$ cat src/rtl/mem_port_arbiter_if.sv
// Signal bundle between the IF/MEM pipeline stages, the memory port arbiter
// and the unified external memory bus.
interface mem_port_arbiter_if;
  logic        if_req;
  logic [31:0] if_addr;
  logic [31:0] if_rdata;
  logic        if_ready;
  logic        if_stall;
  logic        mem_ren;
  logic        mem_wen;
  logic [31:0] mem_addr;
  logic [31:0] mem_wdata;
  logic [31:0] mem_rdata;
  logic        mem_ready;
  logic        mem_stall;
  logic        ext_cyc;
  logic        ext_we;
  logic [31:0] ext_addr;
  logic [31:0] ext_wdata;
  logic [31:0] ext_rdata;
  logic        ext_ack;
  logic        bus_error;

  modport slave (
    input  if_req, if_addr, mem_ren, mem_wen, mem_addr, mem_wdata, ext_rdata, ext_ack,
    output if_rdata, if_ready, if_stall, mem_rdata, mem_ready, mem_stall,
           ext_cyc, ext_we, ext_addr, ext_wdata, bus_error
  );

  modport master (
    output if_req, if_addr, mem_ren, mem_wen, mem_addr, mem_wdata, ext_rdata, ext_ack,
    input  if_rdata, if_ready, if_stall, mem_rdata, mem_ready, mem_stall,
           ext_cyc, ext_we, ext_addr, ext_wdata, bus_error
  );
endinterface

$ cat src/rtl/mem_port_arbiter.sv
// Shares one external memory port between instruction fetch and data access,
// with data priority bounded by a fairness counter and a per-access ack timeout.
module mem_port_arbiter #(
  parameter int unsigned TIMEOUT  = 15,
  parameter logic [31:0] ERR_DATA = 32'hFFFF_FFFF
) (
  input logic         clk,
  input logic         rst_n,
  mem_port_arbiter_if.slave bus
);

  typedef enum logic [1:0] {IDLE, FETCH, DATA, DONE} state_t;

  localparam logic [7:0] TMO_LAST = 8'(TIMEOUT - 1);

  state_t      r_state;
  state_t      w_next;
  logic [7:0]  r_tmo;
  logic [1:0]  r_fair;
  logic        r_ext_cyc;
  logic        r_ext_we;
  logic [31:0] r_ext_addr;
  logic [31:0] r_ext_wdata;
  logic [31:0] r_if_rdata;
  logic [31:0] r_mem_rdata;
  logic        r_if_ready;
  logic        r_mem_ready;
  logic        r_bus_error;

  logic        w_data_req;
  logic        w_wait;
  logic        w_ack;
  logic        w_tmo;
  logic        w_grant_data;
  logic        w_grant_fetch;
  logic [31:0] w_result;

  assign w_data_req = bus.mem_ren | bus.mem_wen;
  assign w_wait     = (r_state == FETCH) || (r_state == DATA);
  assign w_ack      = w_wait && bus.ext_ack;
  assign w_tmo      = w_wait && !bus.ext_ack && (r_tmo == TMO_LAST);
  assign w_result   = w_tmo ? ERR_DATA : (r_ext_we ? 32'd0 : bus.ext_rdata);

  // Fetch only overtakes a pending data request after two data grants that starved it.
  always_comb begin
    w_next        = r_state;
    w_grant_data  = 1'b0;
    w_grant_fetch = 1'b0;
    case (r_state)
      IDLE: begin
        if (w_data_req && !((r_fair == 2'd2) && bus.if_req)) begin
          w_grant_data = 1'b1;
          w_next       = DATA;
        end else if (bus.if_req) begin
          w_grant_fetch = 1'b1;
          w_next        = FETCH;
        end
      end
      FETCH, DATA: begin
        if (w_ack || w_tmo) w_next = DONE;
      end
      DONE:    w_next = IDLE;
      default: w_next = IDLE;
    endcase
  end

  always_ff @(posedge clk or negedge rst_n) begin
    if (!rst_n) r_state <= IDLE;
    else        r_state <= w_next;
  end

  always_ff @(posedge clk or negedge rst_n) begin
    if (!rst_n) begin
      r_tmo       <= 8'd0;
      r_fair      <= 2'd0;
      r_ext_cyc   <= 1'b0;
      r_ext_we    <= 1'b0;
      r_ext_addr  <= 32'd0;
      r_ext_wdata <= 32'd0;
      r_if_rdata  <= 32'd0;
      r_mem_rdata <= 32'd0;
      r_if_ready  <= 1'b0;
      r_mem_ready <= 1'b0;
      r_bus_error <= 1'b0;
    end else begin
      r_if_ready  <= 1'b0;
      r_mem_ready <= 1'b0;
      if (w_grant_data || w_grant_fetch) begin
        r_ext_cyc   <= 1'b1;
        r_tmo       <= 8'd0;
        r_ext_we    <= w_grant_data & bus.mem_wen;
        r_ext_addr  <= w_grant_data ? bus.mem_addr : bus.if_addr;
        r_ext_wdata <= w_grant_data ? bus.mem_wdata : 32'd0;
      end
      if (w_grant_data && bus.if_req && (r_fair != 2'd2)) r_fair <= r_fair + 2'd1;
      if (w_grant_fetch) r_fair <= 2'd0;
      if (w_wait && !w_ack && !w_tmo) r_tmo <= r_tmo + 8'd1;
      // A withdrawn requester still lets the bus access finish; only its ready is suppressed.
      if (w_ack || w_tmo) begin
        r_ext_cyc <= 1'b0;
        r_ext_we  <= 1'b0;
        r_tmo     <= 8'd0;
        if (r_state == DATA) begin
          r_mem_rdata <= w_result;
          r_mem_ready <= w_data_req;
        end else begin
          r_if_rdata <= w_result;
          r_if_ready <= bus.if_req;
        end
        if (w_tmo) r_bus_error <= 1'b1;
      end
    end
  end

  assign bus.ext_cyc   = r_ext_cyc;
  assign bus.ext_we    = r_ext_we;
  assign bus.ext_addr  = r_ext_addr;
  assign bus.ext_wdata = r_ext_wdata;
  assign bus.if_rdata  = r_if_rdata;
  assign bus.mem_rdata = r_mem_rdata;
  assign bus.if_ready  = r_if_ready;
  assign bus.mem_ready = r_mem_ready;
  assign bus.bus_error = r_bus_error;
  assign bus.if_stall  = bus.if_req & ~r_if_ready;
  assign bus.mem_stall = w_data_req & ~r_mem_ready;

endmodule
$ cat src/flat_wrapper.sv
// flat-port wrapper written by rule: the top's interface ports become plain ports
module mem_port_arbiter_flat 
#(
  parameter int unsigned TIMEOUT  = 15,
  parameter logic [31:0] ERR_DATA = 32'hFFFF_FFFF
)
  (clk, rst_n, bus_if_req, bus_if_addr, bus_mem_ren, bus_mem_wen, bus_mem_addr, bus_mem_wdata, bus_ext_rdata, bus_ext_ack, bus_if_rdata, bus_if_ready, bus_if_stall, bus_mem_rdata, bus_mem_ready, bus_mem_stall, bus_ext_cyc, bus_ext_we, bus_ext_addr, bus_ext_wdata, bus_bus_error);
  mem_port_arbiter_if bus_i ();
  input logic clk;
  input logic rst_n;
  input wire logic [$bits(bus_i.if_req)-1:0] bus_if_req;
  input wire logic [$bits(bus_i.if_addr)-1:0] bus_if_addr;
  input wire logic [$bits(bus_i.mem_ren)-1:0] bus_mem_ren;
  input wire logic [$bits(bus_i.mem_wen)-1:0] bus_mem_wen;
  input wire logic [$bits(bus_i.mem_addr)-1:0] bus_mem_addr;
  input wire logic [$bits(bus_i.mem_wdata)-1:0] bus_mem_wdata;
  input wire logic [$bits(bus_i.ext_rdata)-1:0] bus_ext_rdata;
  input wire logic [$bits(bus_i.ext_ack)-1:0] bus_ext_ack;
  output wire logic [$bits(bus_i.if_rdata)-1:0] bus_if_rdata;
  output wire logic [$bits(bus_i.if_ready)-1:0] bus_if_ready;
  output wire logic [$bits(bus_i.if_stall)-1:0] bus_if_stall;
  output wire logic [$bits(bus_i.mem_rdata)-1:0] bus_mem_rdata;
  output wire logic [$bits(bus_i.mem_ready)-1:0] bus_mem_ready;
  output wire logic [$bits(bus_i.mem_stall)-1:0] bus_mem_stall;
  output wire logic [$bits(bus_i.ext_cyc)-1:0] bus_ext_cyc;
  output wire logic [$bits(bus_i.ext_we)-1:0] bus_ext_we;
  output wire logic [$bits(bus_i.ext_addr)-1:0] bus_ext_addr;
  output wire logic [$bits(bus_i.ext_wdata)-1:0] bus_ext_wdata;
  output wire logic [$bits(bus_i.bus_error)-1:0] bus_bus_error;
  assign bus_i.if_req = bus_if_req;
  assign bus_i.if_addr = bus_if_addr;
  assign bus_i.mem_ren = bus_mem_ren;
  assign bus_i.mem_wen = bus_mem_wen;
  assign bus_i.mem_addr = bus_mem_addr;
  assign bus_i.mem_wdata = bus_mem_wdata;
  assign bus_i.ext_rdata = bus_ext_rdata;
  assign bus_i.ext_ack = bus_ext_ack;
  assign bus_if_rdata = bus_i.if_rdata;
  assign bus_if_ready = bus_i.if_ready;
  assign bus_if_stall = bus_i.if_stall;
  assign bus_mem_rdata = bus_i.mem_rdata;
  assign bus_mem_ready = bus_i.mem_ready;
  assign bus_mem_stall = bus_i.mem_stall;
  assign bus_ext_cyc = bus_i.ext_cyc;
  assign bus_ext_we = bus_i.ext_we;
  assign bus_ext_addr = bus_i.ext_addr;
  assign bus_ext_wdata = bus_i.ext_wdata;
  assign bus_bus_error = bus_i.bus_error;
  mem_port_arbiter #(.TIMEOUT(TIMEOUT), .ERR_DATA(ERR_DATA)) u_core (.clk(clk), .rst_n(rst_n), .bus(bus_i));
endmodule
$ cat config.mk
export PLATFORM = sky130hd
export DESIGN_NAME = mem_port_arbiter_flat
export DESIGN_NICKNAME = d
export VERILOG_FILES = /design/src/rtl/mem_port_arbiter_if.sv /design/src/rtl/mem_port_arbiter.sv /design/src/flat_wrapper.sv
export SDC_FILE = /design/constraint.sdc
export NUM_CORES = 1
export LEC_CHECK = 0
export ABC_AREA = 1
export CAP_MARGIN = 15
export CORE_ASPECT_RATIO = 0.7
export CORE_MARGIN = 2
export CORE_UTILIZATION = 35
export CTS_CLUSTER_DIAMETER = 40
export DETAILED_ROUTE_END_ITERATION = 8
export PLACE_DENSITY = 0.79
export SLEW_MARGIN = 20
export SYNTH_ARGS = -nofsm -noshare
export SYNTH_HDL_FRONTEND = slang
export SYNTH_SLANG_ARGS = --single-unit
$ cat constraint.sdc
create_clock -name clk -period 3.9 [get_ports clk]
set_clock_uncertainty 0.2 [all_clocks]
set_input_delay 0.78 -clock clk [delete_from_list [all_inputs] [get_ports clk]]
set_output_delay 0.78 -clock clk [all_outputs]
set_load 0.03 [all_outputs]
# After elaboration in Yosys (flattened, before gate mapping)

Cells that the tools add are included.

Add/sub/neg operators: 2
Equal/unequal tests: 8
Muxes and demuxes: 26
Bitwise operators: 7
Reductions and logical operators: 25

Operators by type and width:

| kind                                                   | number |
|---|---|
| two-way mux 32 bit                                     | 4 |
| two-way mux 8 bit                                      | 3 |
| two-way mux 1 bit                                      | 13 |
| two-way mux 2 bit                                      | 5 |
| logical AND 1 bit                                      | 9 |
| adder 8 x 1 -> 8 bit (second input constant)           | 1 |
| equality test 8 x 4 -> 1 bit (second input constant)   | 1 |
| AND reduction 2 bit                                    | 4 |
| equality test 2 bit (second input constant)            | 3 |
| case mux 2 bit (3 select lines)                        | 1 |
| logical NOT 1 bit                                      | 4 |
| nonzero test 2 bit                                     | 2 |
| AND 1 bit                                              | 3 |
| logical OR 1 bit                                       | 3 |
| inequality test 3 x 2 -> 1 bit (second input constant) | 1 |
| inverter 1 bit                                         | 3 |
| nonzero test 3 bit                                     | 1 |
| adder 2 x 1 -> 2 bit (second input constant)           | 1 |
| equality test 2 x 1 -> 1 bit (second input constant)   | 1 |
| logical NOT 2 bit                                      | 1 |
| inequality test 2 x 1 -> 1 bit (second input constant) | 1 |
| inequality test 2 bit (second input constant)          | 1 |
| OR reduction 2 bit                                     | 1 |
| bitwise OR 1 bit                                       | 1 |

Bits in registers: 145
Output and inout bits: 135
Logic and storage cells: 80

# Depth between registers and ports, before layout

Gate-level depths: netlist of run 1.

Depth in word-level cells: 10
Depth in mapped cells: 12
Mapped depth without buffers: 11

# Worst setup path before layout of run 1

Ideal clock, no wire load.

Path kind: input -> output
Start point: input port bus_mem_wen
End point: output port bus_mem_stall
Data arrival time: 1230 ps
Required time: 2920 ps
Setup slack: 1690 ps
Stages on the path: 2
Path through: nor2_1 nor2_1

Longest elaborated chain between the ends: 2

RTL lines:

| what             | RTL line                | text |
|---|---|---|
| start, declared  | flat_wrapper.sv:14      | `input wire logic [$bits(bus_i.mem_wen)-1:0] bus_mem_wen;` |
| bitwise OR 1 bit | mem_port_arbiter.sv:38  | `assign w_data_req = bus.mem_ren \| bus.mem_wen;` |
| AND 1 bit        | mem_port_arbiter.sv:125 | `assign bus.mem_stall = w_data_req & ~r_mem_ready;` |
| end, declared    | flat_wrapper.sv:24      | `output wire logic [$bits(bus_i.mem_stall)-1:0] bus_mem_stall;` |

Every way passes these cells.

# Worst setup path in the final report of run 1

Start point: input port bus_if_req
End point: output port bus_if_stall

Longest elaborated chain between the ends: 1

RTL lines:

| what            | RTL line                | text |
|---|---|---|
| start, declared | flat_wrapper.sv:11      | `input wire logic [$bits(bus_i.if_req)-1:0] bus_if_req;` |
| AND 1 bit       | mem_port_arbiter.sv:124 | `assign bus.if_stall = bus.if_req & ~r_if_ready;` |
| end, declared   | flat_wrapper.sv:21      | `output wire logic [$bits(bus_i.if_stall)-1:0] bus_if_stall;` |

Every way passes these cells.

==> summary.txt, run 1 <==
Timing
  • Fmax achieved: about 320 MHz
  • RSZ-0062 raised after global routing: no
  • Slew headroom: about a third
  • Hold WS: approximately 0.22 ns
  • Fin Setup TNS: 0 ns
  • Tmin final: 3.14 ns
  • Pins over their slew limit: 0
  • Tcrit/Tclk final: about four fifths
  • Final Hold Fails: 0
  • Final setup viols: 0
  • Least-Margin Pin Slew: 1.02 ns

Pwr
  • Total Power: 8.65 mW
  • Power Density: 871 nW/um2
  • Sequential share of power: 28.8%
  • Cell Int Power: between 4 and 5 mW
  • Logic gate share of total power: roughly 50%
  • Clock power share: between 10% and 20%
  • Lkg Pwr: 4.95 nW
  • Switching part of the total: 44.5%
  • Peak supply drop: 0.000533 V
  • Net switching power: ~3.8 mW

Yosys
  • Syn Nets: just over 900
  • Top cells by area, synth: dfrtp_1 56%, nand2_1 25%, nand3_1 7.6%, buf_2 2.1%, nand3_2 1.6%
  • Yosys warning total: 0
  • Post-synth top area cell: dfrtp_1
  • Netlist cell types: 21
  • Seq cells post-synth: 145
  • Syn Inst Count: 793
  • Area of the mapped netlist: 6430 um2
  • Post-synthesis sequential area ratio: 56.4%
  • Synth Area per Inst: 8.11 um2
  • Top cell type's share of synthesized area: about 56%

CTS
  • H-tree Lvls: 4
  • Clock Sink Count: 145
  • Root buffer cell: clkbuf_16
  • Post-cts resize count: 0
  • CTS tree: yes
  • Cts hold-fix bufs: 0
  • Clock slew at reported path FFs: around 0.070 ns
  • Worst-Skew Late Latency: 0.42 ns
  • Cts bufs inserted: 17
  • Post-CTS Setup Bufs: 0
  • Clock Path Buffers: 2

Floorplan
  • Die H: 117 um
  • FP Rows: 41
  • IO Pins: approximately 270
  • Starting Density: 35.7%
  • Die width: roughly 170 um
  • Die ar.: 19500 um2
  • Core area: 18000 um2

Place
  • Post-DP HPWL: ~14000 um
  • Cell Area, Placed: 9310 um2
  • Final Wtd Congestion: 0.852
  • IO Port Bufs: 268

GRT
  • Tot GR Track Use: 20.9%
  • Antenna violations before repair: 0
  • First-pass GRT wire length: 32700 um
  • Largest net degree at the start of global routing: 86
  • Vias in the first global route: just over 6000
  • GRT overflow: 0

Drt
  • Drt drc: 0
  • Vias/cell: 4.78
  • Via count: 6208
  • 1st-pass router iterations: 4
  • Routed Wire Length: 20500 um
  • Avg WL per Cell: 15.8 um
  • DRT iter0 DRCs: 565
  • Antenna Violating Nets Remaining: 0

Layout
  • Fin util: 55.1%
  • Filler instances: approximately 1600
  • Antenna Cells: 0
  • Layout cells sized above 1: under 10%
  • Design area: 9930 um2
  • Final net count: 1188
  • Area added between synthesis and finish: 54.4%

Min path
  • Hold Crit Class: input pin to asynchronous set/reset pin

Worst setup path
  • CP Launch Type: input pin
  • Setup crit end kind: output port
  • Crit path max fanout: 4
  • Worst EP required: 2.92 ns
  • CP Class: input pin to output port
  • Data arrival, critical path: between 2 and 2.5 ns

Flow run
  • Max cap viols: 0

Run status
  • Outcome: finished clean
state kept, by name, summed over array words and instances, names as in the netlist, 2 cells and up:
name,cells
u_core.bus.mem_rdata,32
u_core.bus.if_rdata,32
u_core.r_state,2
u_core.bus.ext_addr,32
u_core.r_fair,2
u_core.r_tmo,8
u_core.bus.ext_wdata,32
critical path, stage by stage:
cell and delay [ns]:
clkdlybuf4s50_1 0.52, inv_1 0.09, nor2_1 0.09, clkdlybuf4s50_1 0.67
stage by stage:
| stage | instances | setup slack (ns) |
|---|---|---|
| 3_3_place_gp | 1266 | 0.779 |
| 4_1_cts | 1298 | 0.759 |
| 3_5_place_dp | 1266 | 0.759 |
| 6_report | 1298 | 0.764 |
| 2_1_floorplan | 793 | 1.69 |
| 5_1_grt | 1298 | 0.690 |
worst paths after layout:
kind	from	end	slack, ns	cells after the start
max	bus_if_req	bus_if_stall	0.76	4
min	rst_n	u_core.bus.bus_error$_DFFE_PN0P_	0.22	1
max reg2reg	u_core.r_state[1]$_DFFE_PN0P_	u_core.bus.if_rdata[7]$_DFFE_PN0P_	1.53	9
min reg2reg	u_core.bus.bus_error$_DFFE_PN0P_	u_core.bus.bus_error$_DFFE_PN0P_	0.27	2
max in group asynchronous	rst_n	u_core.bus.ext_wdata[26]$_DFFE_PN0P_	2.47	2
min in group clk	u_core.bus.bus_error$_DFFE_PN0P_	u_core.bus.bus_error$_DFFE_PN0P_	0.27	2
final cells by class:
type / instances / area [um2] / area share [%]
Multi-Input combinational cell: 579 / 2450 / 24.7
Clock inverter: 14 / 178 / 1.79
Timing Repair Buffer: 280 / 2840 / 28.6
Sequential cell: 145 / 3630 / 36.5
Tap cell: 236 / 295 / 2.97
Clock buffer: 18 / 439 / 4.42
Inverter: 26 / 97.6 / 0.983
cell usage after synthesis:
cell and instances:
buf_2 27, nor2_2 2, o21bai_1 1, buf_8 1
nand3_2 10, nand4_1 4, nand2_2 2, o21ai_0 7
buf_12 1, nor2_1 15, buf_4 2, buf_6 3
nand2_4 2, a21oi_1 1, inv_2 2, inv_1 24
ha_1 5, dfrtp_1 145, clkbuf_1 9, nand2_1 432
nand3_1 98
layout by cell type (no fill, tap or decap):
| cell | n |
|---|---|
| nand2_4 | 2 |
| clkinv_1 | 1 |
| o21ai_0 | 7 |
| clkdlybuf4s50_1 | 267 |
| nor2_2 | 3 |
| dfrtp_1 | 145 |
| clkinvlp_4 | 4 |
| clkbuf_8 | 1 |
| nor2_1 | 14 |
| clkbuf_16 | 17 |
| bufinv_16 | 3 |
| o21bai_1 | 1 |
| ha_1 | 5 |
| nand3_1 | 98 |
| clkinv_4 | 2 |
| buf_6 | 1 |
| nand2_2 | 2 |
| nand4_1 | 4 |
| a21oi_1 | 1 |
| clkinv_2 | 1 |
| inv_1 | 22 |
| nand3_2 | 10 |
| buf_4 | 7 |
| inv_6 | 4 |
| nand2_1 | 432 |
| buf_12 | 5 |
| inv_2 | 3 |
power groups by stage:
stage	combinational, mW	sequential (mW)	clock, mW
global placement	4.39	2.49	0
finish	4.45	2.49	1.71
CTS	4.48	2.49	1.73
detailed placement	4.47	2.50	0
global route	4.78	2.57	1.80
floorplan	1.49	3.62	0
per-layer routing:
layer / track usage (%) / wire (um) / share of wire, % / vias to the layer above
li1: - / - / - / 2994
met1: 28.0 / 9170 / 45 / 2972
met2: 34.0 / 9800 / 48 / 231
met3: 6.41 / 1460 / 7.1 / 11
met4: 3.59 / 111 / 0.54 / 0
met5: 0 / 0 / 0 / -
logic make-up (layout without fill, tap and decap cells):
kind of cell             count (synthesis)  after routing  synth area share (%)
adder cells (fa/ha/maj)                  5              5                 0.973
buffers and inverters                   69            338                  5.45
flip-flops                             145            145                  56.4
AO/OA/AOI/OAI                            9              9                 0.739
AND/OR/NAND/NOR                        565            565                  36.4
(Power assumes the default switching activity.)
==> run 2: changes to the inputs <==
Clock period 3.9 ns to 3 ns, I/O delays scaled along.
==> run 2 against run 1 <==
Net effect: final cell count decreased by 0.15%; critical path type unchanged; clock power increased by 25%; critical path depth unchanged; register-to-register slack got worse by 0.72 ns; utilization decreased by 0.090 points; largest power group unchanged; power increased by 29%; setup slack got worse by 0.55 ns; global-route usage increased by 0.17 points; first-iteration DRC count decreased by 0.88%.
==> summary.txt, run 2 (synthesis gave the netlist of run 1 again) <==
CTS
  • Cts hold-fix bufs: 1
  • Root buffer cell: clkbuf_16
  • Clock Sink Count: 145
  • Post-CTS Setup Bufs: 0
  • CTS tree: yes
  • Clock slew at reported path FFs: around 0.05 ns
  • Worst-Skew Late Latency: between 0.4 and 0.5 ns
  • H-tree Lvls: 4
  • Post-cts resize count: 0
  • Clock Path Buffers: 2
  • Cts bufs inserted: 17

Worst setup path
  • CP Class: input pin to output port
  • Crit path max fanout: 4
  • Critical path depth in cells: 4
  • Worst EP required: 2.20 ns
  • CP endpoint: bus_if_stall
  • CP delay by family, top: buffers and inverters
  • RR Startpoint: u_core.r_state[1]$_DFFE_PN0P_
  • Data arrival, critical path: approximately 2 ns
  • Buf+Inv Stages, Crit Path: 3
  • Worst path most repeated cell: clkdlybuf4s50_1
  • CP Launch Type: input pin
  • Setup crit end kind: output port
  • Critical Path Source: bus_if_req
  • CP peak stage delay: roughly 0.67 ns
  • R2r setup slk: 0.81 ns
  • Critical path cell sequence: clkdlybuf4s50_1, inv_1, nor2_1, clkdlybuf4s50_1
  • CP max stage cell: clkdlybuf4s50_1
  • Reg2reg path depth: 9
  • Reg-to-Reg End: u_core.bus.mem_rdata[21]$_DFFE_PN0P_

Timing
  • Fmax achieved: 359 MHz
  • Tmin final: 2.78 ns
  • Final Hold Fails: 0
  • Slew headroom: 49.9%
  • Least-Margin Pin Slew: approximately 0.75 ns
  • Fin Setup TNS: 0 ns
  • Final setup viols: 0
  • Pins over their slew limit: 0
  • Tcrit/Tclk final: 92.8%
  • RSZ-0062 raised after global routing: no

Pwr
  • Switching part of the total: 43.9%
  • Lkg Pwr: ~5.0 nW
  • Sequential share of power: 28.9%
  • Logic gate share of total power: around half
  • Clock power share: 19.2%
  • Cell Int Power: 6.25 mW
  • Power Density: ~1100 nW/um2
  • Peak supply drop: 0.000601 V
  • Net switching power: ~4.9 mW

GRT
  • GRT overflow: 0
  • Antenna violations before repair: 0
  • Tot GR Track Use: 21.1%
  • First-pass GRT wire length: about 33000 um
  • Vias in the first global route: 6074
  • Largest net degree at the start of global routing: 80

Drt
  • Vias/cell: 4.76
  • Drt drc: 0
  • DRT iter0 DRCs: 560
  • Avg WL per Cell: 15.6 um
  • Antenna Violating Nets Remaining: 0
  • Via count: 6171
  • Routed Wire Length: about 20000 um
  • 1st-pass router iterations: 5

Flow run
  • Max cap viols: 0

Layout
  • Final net count: 1189
  • Most common cell after layout, fill and taps aside: nand2_1
  • Filler instances: 1622
  • Area added between synthesis and finish: 54.2%
  • Design area: 9910 um2
  • Leading cell types in the layout, fill and taps excluded: 432 x nand2_1, 267 x clkdlybuf4s50_1, 145 x dfrtp_1
  • Layout cells sized above 1: 5.85%
  • Antenna Cells: 0
  • Sequential Area: 3630 um2
  • Multi-input gate area: around 2500 um2

Floorplan
  • Die H: 117 um
  • Die width: between 150 and 200 um
  • FP Rows: 41
  • IO Pins: 269
  • Starting Density: 35.7%
  • Core area: roughly 18000 um2
  • Die ar.: 19500 um2

Min path
  • Hold Crit Class: register to register
  • Hold depth: 2

Place
  • Post-DP HPWL: 14300 um
  • Final Wtd Congestion: approximately 0.83
  • IO Port Bufs: approximately 270
  • Cell Area, Placed: 9310 um2

Run status
  • Outcome: finished clean
## run 2: cell type report
cell class	instances	share of cell area [%]
Inverter	26	0.985
Clock inverter	10	1.39
Sequential cell	145	36.6
Tap cell	236	2.98
Timing Repair Buffer	281	28.7
Multi-Input combinational cell	579	24.8
Clock buffer	19	4.57
## run 2: power groups by stage
stage                     combinational (mW)  clock (mW)  sequential, mW
after CTS                               5.84        2.19            3.22
final                                   5.78        2.13            3.22
after global routing                    6.23        2.28            3.31
after detailed placement                5.83           0            3.24
after global placement                  5.74           0            3.21
after floorplan                         1.93           0            4.70
## run 2: through the flow
| step | cells | hold WS, ns | worst slack, ns | power [mW] | util [%] |
|---|---|---|---|---|---|
| final | 1296 | 0.266 | 0.217 | 11.1 | 55.0 |
| after global routing | 1296 | 0.288 | 0.161 | 11.8 | 55.0 |
| after CTS | 1296 | 0.269 | 0.209 | 11.2 | 55.0 |
| after detailed placement | 1266 | 0.256 | 0.208 | 9.07 | 51.7 |
| after global placement | 1266 | 0.253 | 0.240 | 8.95 | 51.7 |
| after floorplan | 793 | 0.104 | 1.15 | 6.63 | - |
## run 2: worst min-delay path by stage
stage          slack (ns)                                  from                                   end
5_1_grt              0.29      u_core.bus.bus_error$_DFFE_PN0P_      u_core.bus.bus_error$_DFFE_PN0P_
3_5_place_dp         0.26      u_core.bus.bus_error$_DFFE_PN0P_      u_core.bus.bus_error$_DFFE_PN0P_
3_3_place_gp         0.25      u_core.bus.bus_error$_DFFE_PN0P_      u_core.bus.bus_error$_DFFE_PN0P_
6_report             0.27  u_core.bus.ext_wdata[18]$_DFFE_PN0P_  u_core.bus.ext_wdata[18]$_DFFE_PN0P_
2_1_floorplan        0.10                                 rst_n      u_core.bus.bus_error$_DFFE_PN0P_
4_1_cts              0.27      u_core.bus.bus_error$_DFFE_PN0P_      u_core.bus.bus_error$_DFFE_PN0P_
## run 2: routing by layer
layer / track usage [%] / vias to the layer above / wire length, um
met4: 4.89 / 0 / 176
met3: 7.09 / 16 / 1690
met5: 0 / - / 0
li1: - / 2982 / -
met1: 27.1 / 2934 / 8690
met2: 34.5 / 239 / 9630
## run 2: worst reg2reg max path: cells and delay by family, from the launching register on
kind                     cells  cell delay (ns)
adder cells (fa/ha/maj)      1             0.31
AND/OR/NAND/NOR              7             1.13
flip-flops                   1             0.37
buffers and inverters        1             0.05
==> run 3: changes to the inputs <==
Settings changed: GPL_TIMING_DRIVEN set to 0.
==> run 3 against run 2 <==
Net effect: final cell count up 2.7%; first-iteration DRC count down 18%; die area unchanged; highest routed layer unchanged; largest cell class unchanged; critical endpoint unchanged.
==> summary.txt, run 3 (synthesis gave the netlist of run 1 again) <==
Place
  • Final Wtd Congestion: 0.855
  • Post-DP HPWL: 15800 um
  • IO Port Bufs: about 270

Drt
  • Routed Wire Length: 21400 um
  • Vias/cell: 4.76
  • Via count: 6338
  • Drt drc: 0
  • Avg WL per Cell: 16.0 um
  • Antenna Violating Nets Remaining: 0
  • 1st-pass router iterations: 5
  • DRT iter0 DRCs: 459

Flow run
  • Max cap viols: 0

Floorplan
  • Die width: 166 um
  • FP Rows: between 40 and 50
  • Die ar.: 19500 um2
  • Starting Density: 35.7%
  • Die H: approximately 120 um
  • Core area: 18000 um2
  • IO Pins: between 200 and 300

Worst setup path
  • R2r setup slk: 0.75 ns
  • Setup crit end kind: output port
  • CP Launch Type: input pin
  • Worst EP required: 2.20 ns
  • CP max stage cell: clkdlybuf4s50_1
  • Critical path cell sequence: clkdlybuf4s50_1, inv_1, nor2_1, clkdlybuf4s50_1
  • CP peak stage delay: 0.67 ns
  • CP Class: input pin to output port
  • Data arrival, critical path: 1.96 ns
  • RR Startpoint: u_core.r_state[0]$_DFFE_PN0P_
  • Crit path max fanout: 4
  • Reg2reg path depth: 7
  • Worst path most repeated cell: clkdlybuf4s50_1
  • Reg-to-Reg End: u_core.bus.ext_addr[5]$_DFFE_PN0P_

Timing
  • RSZ-0062 raised after global routing: no
  • Slew headroom: 57.9%
  • Fmax achieved: 362 MHz
  • Final Hold Fails: 0
  • Pins over their slew limit: 0
  • Fin Setup TNS: 0 ns
  • Least-Margin Pin Slew: 0.630 ns
  • Final setup viols: 0
  • Tmin final: 2.76 ns
  • Hold WS: roughly 0.27 ns
  • Tcrit/Tclk final: 92.1%

Layout
  • Sequential Area: 3630 um2
  • Multi-input gate area: 2450 um2
  • Filler instances: 1594
  • Antenna Cells: 0
  • Final net count: 1221
  • Most common cell after layout, fill and taps aside: nand2_1
  • Leading cell types in the layout, fill and taps excluded: 432 x nand2_1, 267 x clkdlybuf4s50_1, 145 x dfrtp_1
  • Area added between synthesis and finish: 56.5%
  • Layout cells sized above 1: 7.85%

CTS
  • Post-CTS Setup Bufs: 0
  • Clock slew at reported path FFs: 0.06 ns
  • H-tree Lvls: 4
  • Worst-Skew Late Latency: 0.42 ns
  • Clock Path Buffers: 2
  • Cts bufs inserted: 17
  • Cts hold-fix bufs: 1
  • Root buffer cell: clkbuf_16
  • Post-cts resize count: 0
  • CTS tree: yes
  • Clock Sink Count: 145

Min path
  • Hold depth: 2
  • Hold Path End: u_core.bus.ext_wdata[30]$_DFFE_PN0P_
  • Worst Min Path Start: u_core.bus.ext_wdata[30]$_DFFE_PN0P_
  • Hold Crit Class: register to register

Pwr
  • Lkg Pwr: 5.05 nW
  • Peak supply drop: 0.000625 V
  • Power Density: 1130 nW/um2

GRT
  • Antenna violations before repair: 0
  • Routing usage on met2: around 36%
  • First-pass GRT wire length: about 34000 um
  • Tot GR Track Use: 22.0%
  • Largest net degree at the start of global routing: between 70 and 80
  • Vias in the first global route: 6218
  • Met1 Usage GRT: between 20% and 30%
  • Busiest grt layer: met2
  • GRT overflow: 0
  • Met3 Use GR: 6.41%

Run status
  • Outcome: finished clean
==> run 3: report_power, final <==
part / switching (mW) / internal [mW] / leakage (nW) / total, mW
Sequential: 0.469 / 2.77 / 1.85 / 3.24
Clock: 0.882 / 1.34 / 0.294 / 2.22
Combinational: 3.71 / 2.21 / 2.91 / 5.92
==> run 3: critical path, delay by kind of cell <==
family	cells	cell delay (ns)
buffers and inverters	3	1.28
AND/OR/NAND/NOR	1	0.09
==> run 3: area by class of cell <==
type / instances / area share (%)
tap: 236 / 2.93
sequential: 145 / 36.1
buffer: 43 / 2.51
multi-input combinational: 579 / 24.4
clock buffer: 18 / 4.36
timing repair buffer: 270 / 27.1
inverter: 26 / 0.970
clock inverter: 14 / 1.74
==> run 3: metrics by stage <==
step | utilization (%) | cells | power [mW] | setup WS (ns) | cell area (um2)
2_1_floorplan | - | 793 | 6.63 | 1.15 | 6430
3_3_place_gp | 52.2 | 1297 | 9.07 | -4.79 | 9410
3_5_place_dp | 52.4 | 1298 | 9.17 | 0.236 | 9440
4_1_cts | 55.9 | 1331 | 11.5 | 0.232 | 10100
5_1_grt | 55.9 | 1331 | 12.0 | 0.152 | 10100
6_report | 55.9 | 1331 | 11.4 | 0.236 | 10100
==> run 3: metal layers <==
layer | vias up | part of all wire, % | wire length [um]
met1 | 2992 | 43 | 9120
met5 | - | 0 | 0
met3 | 27 | 7.4 | 1590
met4 | 0 | 1.6 | 340
li1 | 3056 | - | -
met2 | 263 | 48 | 10300
==> run 3: how the worst max path moves through the flow <==
stage	slack, ns	to	start
2_1_floorplan	1.15	bus_mem_stall	bus_mem_wen
3_3_place_gp	-4.79	u_core.bus.ext_addr[26]$_DFFE_PN0P_	rst_n
3_5_place_dp	0.24	bus_if_stall	bus_if_req
4_1_cts	0.23	bus_if_stall	bus_if_req
5_1_grt	0.15	bus_if_stall	bus_if_req
6_report	0.24	bus_if_stall	bus_if_req
